$ cat src/rtl/nios_system_sysid_pkg.sv
// rtl/nios_system_sysid_pkg.sv - shared state type and constants for the sysid boot checker
package nios_system_sysid_pkg;

  typedef enum logic [2:0] {
    S_IDLE,
    S_REQ_ID,
    S_WAIT_ID,
    S_REQ_TS,
    S_WAIT_TS,
    S_FINISH
  } sysid_chk_state_t;

  localparam logic SYSID_ADDR_ID = 1'b0;
  localparam logic SYSID_ADDR_TS = 1'b1;

  // Regenerated together with the sysid slave so the checker tracks the current build.
  localparam logic [31:0] SYSID_EXPECTED_TS = 32'h5805_6E47;

endpackage

$ cat src/rtl/nios_system_sysid_timeout.sv
// rtl/nios_system_sysid_timeout.sv - loadable saturating down-counter bounding the read response wait
module nios_system_sysid_timeout
  import nios_system_sysid_pkg::*;
#(
  parameter int unsigned CYCLES = 16
) (
  input  logic clock,
  input  logic reset,
  input  logic load,
  input  logic en,
  output logic expired
);

  localparam int W = $clog2(CYCLES + 1);

  logic [W-1:0] count;

  // Loaded on acceptance so that the CYCLES-th waiting cycle is the one that sees zero.
  always_ff @(posedge clock) begin
    if (reset) begin
      count <= '0;
    end else if (load) begin
      count <= W'(CYCLES - 1);
    end else if (en && count != '0) begin
      count <= count - 1'b1;
    end
  end

  assign expired = (count == '0);

endmodule

$ cat config.mk
export PLATFORM = sky130hd
export DESIGN_NAME = nios_system_sysid_timeout
export DESIGN_NICKNAME = d
export VERILOG_FILES = /design/src/rtl/nios_system_sysid_pkg.sv /design/src/rtl/nios_system_sysid_timeout.sv
export SDC_FILE = /design/constraint.sdc
export NUM_CORES = 1
export LEC_CHECK = 0
export CAP_MARGIN = 20
export CORE_AREA = 2 2 39 41
export DETAILED_ROUTE_END_ITERATION = 8
export DIE_AREA = 0 0 41 43
export GPL_TIMING_DRIVEN = 1
export HOLD_SLACK_MARGIN = 0.12
export PLACE_DENSITY = 0.36
export SETUP_SLACK_MARGIN = 0.05
export SKIP_CTS_REPAIR_TIMING = 1
export SYNTH_ARGS = -nofsm -noshare
export SYNTH_HDL_FRONTEND = slang
export SYNTH_SLANG_ARGS = --single-unit
$ cat constraint.sdc
create_clock -name clock -period 3.61 [get_ports clock]
set_clock_uncertainty 0.15 [all_clocks]
set_input_delay 0.722 -clock clock [delete_from_list [all_inputs] [get_ports clock]]
set_output_delay 0.722 -clock clock [all_outputs]
set_load 0.1 [all_outputs]
# Yosys cells after proc, flatten, opt, wreduce, memory -nomap -nowiden
# Index checks and enable logic that the tools add are counted.
[totals] ff_bits=5 input_bits=4 output_inout_bits=1 elab_cells=10
[op_classes] addsub=1 mux=2 n_reduce_logical=5
[op_table] op="$mux W4" n=2
[op_table] op="$logic_not A5 Y1" n=1
[op_table] op="$reduce_bool A5 Y1" n=1
[op_table] op="$sub A5 B1 Y5 const B" n=1
[op_table] op="$reduce_bool A2 Y1" n=1
[op_table] op="$reduce_or A2 Y1" n=1
[op_table] op="$logic_and A1 B1 Y1" n=1

# Logic depth before layout (Yosys ltp)
[logic_depth] word_depth=4 mapped_depth=6 mapped_depth_nobuf=6

# Worst setup path before layout
# Ideal clock, no wire load.
[synth_timing] path_kind="register -> output" from="register count[0]" to="output port expired" arrival_ns=1.423 t_required_ns=2.738 slack_ns=1.315 path_stages_with_launch=5 path_buffers=0 path_cell_list="dfxtp_1 -> inv_1 -> ha_1 -> or4b_4 -> inv_2"
[synth_between] elab_chain_cells=1
[synth_rtl] item="from (decl)" line_no="nios_system_sysid_timeout.sv:16" source="logic [W-1:0] count;"
[synth_rtl] item="from (signal assigned)" line_no="nios_system_sysid_timeout.sv:23" source="count <= W'(CYCLES - 1);"
[synth_rtl] item="from (signal assigned)" line_no="nios_system_sysid_timeout.sv:25" source="count <= count - 1'b1;"
[synth_rtl] item="$logic_not A5 Y1" line_no="nios_system_sysid_timeout.sv:29" source="assign expired = (count == '0);"
[synth_rtl] item="to (decl)" line_no="nios_system_sysid_timeout.sv:11" source="output logic expired"
# No other way between the ends.

# Worst setup path after layout
# Same ends and word-level chain as after synthesis.

==> impl_metrics.prom <==
# TYPE chip_impl_metric gauge
chip_impl_info{name="outcome",value="finished clean"} 1
chip_impl_metric{name="vdd_drop_max",unit="mV"} 0.121
chip_impl_metric{name="drc",unit=""} 0
chip_impl_metric{name="finalWirelength",unit="µm"} 633
chip_impl_metric{name="number_of_global_route_vias_before_repair",unit=""} 255
chip_impl_metric{name="post_synthesis_net_count",unit=""} 36
chip_impl_metric{name="cp.arrival",unit="ps"} 1770
chip_impl_metric{name="timing.hold.worst_path_depth",unit=""} 1
chip_impl_metric{name="dr.first_iter.drc_count",unit=""} 2
chip_impl_metric{name="timing.final.hold_violations",unit=""} 0
chip_impl_metric{name="final_util",unit="%"} 27.5
chip_impl_metric{name="number_of_flip_flops_in_the_largest_register",unit=""} 5
chip_impl_info{name="synthDominantAreaCellType",value="dfxtp_1"} 1
chip_impl_metric{name="worst_tran_pin_value",unit="ps"} 401
chip_impl_metric{name="post_synth_instance_area",unit="µm²"} 297
chip_impl_metric{name="clock_path_buffers",unit=""} 2
chip_impl_metric{name="synth-seq-area-share",unit="%"} 33.8
chip_impl_metric{name="route.layer.met1.wl",unit="µm"} 299
chip_impl_info{name="synth.area.top_cells",value="dfxtp_1 (34%), a2111oi_4 (9.3%), ha_1 (8.4%), or4b_4 (4.6%), and4bb_2 (4.2%)"} 1
chip_impl_metric{name="antennaDiodeCount",unit=""} 0
chip_impl_metric{name="synth-warning-count",unit=""} 0
chip_impl_metric{name="cts.clk_slew.worst_paths",unit="ps"} 40
chip_impl_metric{name="maxSlewHeadroom",unit="%"} 72.9
chip_impl_metric{name="routed-wl-met3",unit="µm"} 38
chip_impl_metric{name="worstSkewPairLatency",unit="ps"} 250
chip_impl_info{name="clockRootBuffer",value="clkbuf_4"} 1
chip_impl_metric{name="critical_path_required",unit="ps"} 2740
chip_impl_metric{name="met2WireLength",unit="µm"} 265
chip_impl_metric{name="cts_htree_levels",unit=""} 1
chip_impl_metric{name="detailedRoute.firstPassIterationCount",unit=""} 4
chip_impl_metric{name="grt-ovfl-total",unit=""} 0
chip_impl_metric{name="fillCellCount",unit=""} 153
chip_impl_metric{name="grt_start_max_net_pins",unit=""} 8
chip_impl_metric{name="synth.top_cell.area_share",unit="%"} 33.8
chip_impl_metric{name="ios",unit=""} 5
chip_impl_metric{name="clkSinkCount",unit=""} 5
chip_impl_metric{name="port_buffers",unit=""} 4
chip_impl_metric{name="final.setup.tns",unit="ps"} 0
chip_impl_metric{name="finalNetCount",unit=""} 45
chip_impl_metric{name="wl_per_cell",unit="µm"} 11.7
chip_impl_metric{name="report.final.slew_viol_count",unit=""} 0
chip_impl_info{name="reg.largest.list",value="count (5)"} 1
chip_impl_info{name="tritoncts",value="yes"} 1
chip_impl_metric{name="die-width",unit="µm"} 41
chip_impl_metric{name="multi_input_comb_area",unit="µm²"} 181
chip_impl_metric{name="die_area",unit="µm²"} 1760
chip_impl_metric{name="antenna_found_initial",unit=""} 0
chip_impl_metric{name="yosys_register_bits",unit=""} 5
chip_impl_metric{name="groute.usage.overall",unit="%"} 9.44
chip_impl_info{name="crit_path_end_kind",value="output port"} 1
chip_impl_metric{name="internal_power",unit="mW"} 0.120
chip_impl_metric{name="reg2regPathDepth",unit=""} 5
chip_impl_metric{name="regToRegSetupSlack",unit="ps"} 1780
chip_impl_metric{name="flow.area_growth_from_synthesis",unit="%"} 28.3
chip_impl_metric{name="floorplan.die.height",unit="µm"} 43
chip_impl_metric{name="synth_cell_type_count",unit=""} 20
chip_impl_info{name="highest_routed_metal_layer",value="met4"} 1
chip_impl_metric{name="numCtsBuffers",unit=""} 3
chip_impl_metric{name="drive_gt1_share",unit="%"} 23.7
chip_impl_info{name="hold_path.startpoint",value="count[3]$_SDFFE_PP0P_"} 1
chip_impl_metric{name="detailedPlace.worstSlack",unit="ps"} 1230
chip_impl_info{name="worst_setup_path_start_kind",value="register"} 1
chip_impl_info{name="min_to",value="count[3]$_SDFFE_PP0P_"} 1
chip_impl_metric{name="final.setup.worst_slack",unit="ps"} 963
chip_impl_metric{name="dpl.hpwl",unit="µm"} 503
chip_impl_metric{name="starting_density_of_the_core",unit="%"} 21.4
chip_impl_metric{name="seq_power_share",unit="%"} 36.7
chip_impl_metric{name="route.detailed.vias_per_inst",unit=""} 4.80
chip_impl_metric{name="core_area",unit="µm²"} 1380
chip_impl_metric{name="sw_frac_of_total",unit="%"} 31.7
chip_impl_metric{name="synth_cells",unit=""} 30
chip_impl_metric{name="pwr-share-comb",unit="%"} 24.7
chip_impl_metric{name="cap_viol_max_count",unit=""} 0
chip_impl_info{name="regMostFlops",value="count"} 1
chip_impl_metric{name="leakage",unit="nW"} 0.150
chip_impl_info{name="regToRegEndpoint",value="count[1]$_SDFFE_PP0P_"} 1
chip_impl_metric{name="post_synth.cell_area_avg",unit="µm²"} 9.88
chip_impl_info{name="rr_startpoint",value="count[0]$_SDFFE_PP0P_"} 1
chip_impl_metric{name="finalWorstPathRequiredPeriod",unit="ps"} 2650
chip_impl_metric{name="core.rowCount",unit=""} 14
chip_impl_metric{name="postRouteAntennaNets",unit=""} 0
chip_impl_metric{name="netSwitchingPower",unit="mW"} 0.0555
chip_impl_metric{name="ratio_of_total_power_to_cell_area",unit="nW/µm²"} 461
chip_impl_info{name="rsz0062_at_grt",value="false"} 1
chip_impl_info{name="path_category_of_the_worst_min_delay_check",value="register to register"} 1
chip_impl_metric{name="report.final.setup_viol",unit=""} 0
chip_impl_metric{name="via_count",unit=""} 259
chip_impl_metric{name="power_frac_clock",unit="%"} 38.6
chip_impl_metric{name="maxClockFrequency",unit="GHz"} 0.378
chip_impl_metric{name="final-seq-area",unit="µm²"} 100
chip_impl_metric{name="place.gp.congestion",unit=""} 0.782
chip_impl_metric{name="first_pass_grt_wire_length",unit="µm"} 1060
chip_impl_info{name="startpoint_to_endpoint_class_of_the_critical_path",value="register to output port"} 1
chip_impl_metric{name="fin_crit_sh",unit="%"} 73.3
chip_impl_metric{name="worst-path-max-fanout",unit=""} 5
-- cells by family (layout without fill, tap and decap cells) --
family | after synthesis | count (layout) | share of synthesized area (%)
and+or+nand+nor | 11 | 11 | 26.6
AOI/OAI and AO/OA | 7 | 7 | 22.8
DFF | 5 | 5 | 33.8
buffers and inverters | 4 | 12 | 5.06
adders and majority gates | 2 | 2 | 8.44
muxes | 1 | 1 | 3.38
-- stage by stage --
stage | hold WS [ps] | instances | total power, mW | instance area [µm²]
floorplan | 310 | 30 | 0.0956 | 297
global placement | 365 | 50 | 0.108 | 354
detailed placement | 365 | 50 | 0.108 | 354
CTS | 375 | 54 | 0.177 | 380
global route | 409 | 54 | 0.185 | 380
finish | 384 | 54 | 0.175 | 380
-- layout by cell type (no fill, tap or decap) --
master and n:
or3_1 1, a311oi_1 1, buf_4 1, and4_4 1
clkdlybuf4s50_1 3, mux2i_1 1, inv_2 1, a21oi_1 2
dfxtp_1 5, and4bb_2 1, a2111oi_4 1, a211oi_1 1
or4b_4 1, nand3_1 1, nor2_1 2, clkbuf_4 3
a31oi_1 1, ha_1 2, clkbuf_1 1, nand2_1 1
inv_1 3, nor3_1 2, nor4b_1 1, a21o_1 1
-- final cells by class --
cell class                      count  area share [%]
Inverter                            4            3.95
Clock buffer                        4            6.91
Sequential cell                     5            26.3
Timing Repair Buffer                4            9.87
Tap cell                           16            5.26
Multi-Input combinational cell     21            47.7
-- worst max-delay path, cell delays in order (launching register included) --
cell and delay, ps:
dfxtp_1 310, inv_1 120, ha_1 180, or4b_4 510, inv_2 110, buf_4 290
-- Yosys cell counts --
cell type  number
a2111oi_4       1
a211oi_1        1
a21o_1          1
a21oi_1         2
a311oi_1        1
a31oi_1         1
and4_4          1
and4bb_2        1
dfxtp_1         5
ha_1            2
inv_1           3
inv_2           1
mux2i_1         1
nand2_1         1
nand3_1         1
nor2_1          2
nor3_1          2
nor4b_1         1
or3_1           1
or4b_4          1
-- routing by layer --
layer	track usage, %	vias to the layer above
met5	0	-
li1	-	131
met4	10.0	0
met1	10.9	114
met2	12.2	9
met3	3.14	5
-- power groups by stage --
| stage | Sequential (mW) | Combinational [mW] | Clock (mW) |
|---|---|---|---|
| after floorplan | 0.0639 | 0.0316 | 0 |
| after global placement | 0.0653 | 0.0426 | 0 |
| after detailed placement | 0.0653 | 0.0430 | 0 |
| after CTS | 0.0643 | 0.0435 | 0.0695 |
| after global routing | 0.0650 | 0.0468 | 0.0734 |
| final | 0.0643 | 0.0432 | 0.0677 |
-- worst max path at each step --
stage                                startpoint  endpoint  slack (ps)  depth (start not counted)
after global routing      count[0]$_SDFFE_PP0P_   expired         890                          5
final                     count[0]$_SDFFE_PP0P_   expired         960                          5
after floorplan           count[0]$_SDFFE_PP0P_   expired        1320                          4
after CTS                 count[0]$_SDFFE_PP0P_   expired         960                          5
after global placement    count[0]$_SDFFE_PP0P_   expired        1240                          5
after detailed placement  count[0]$_SDFFE_PP0P_   expired        1230                          5
No activity file was read; power rests on OpenSTA's default activity.
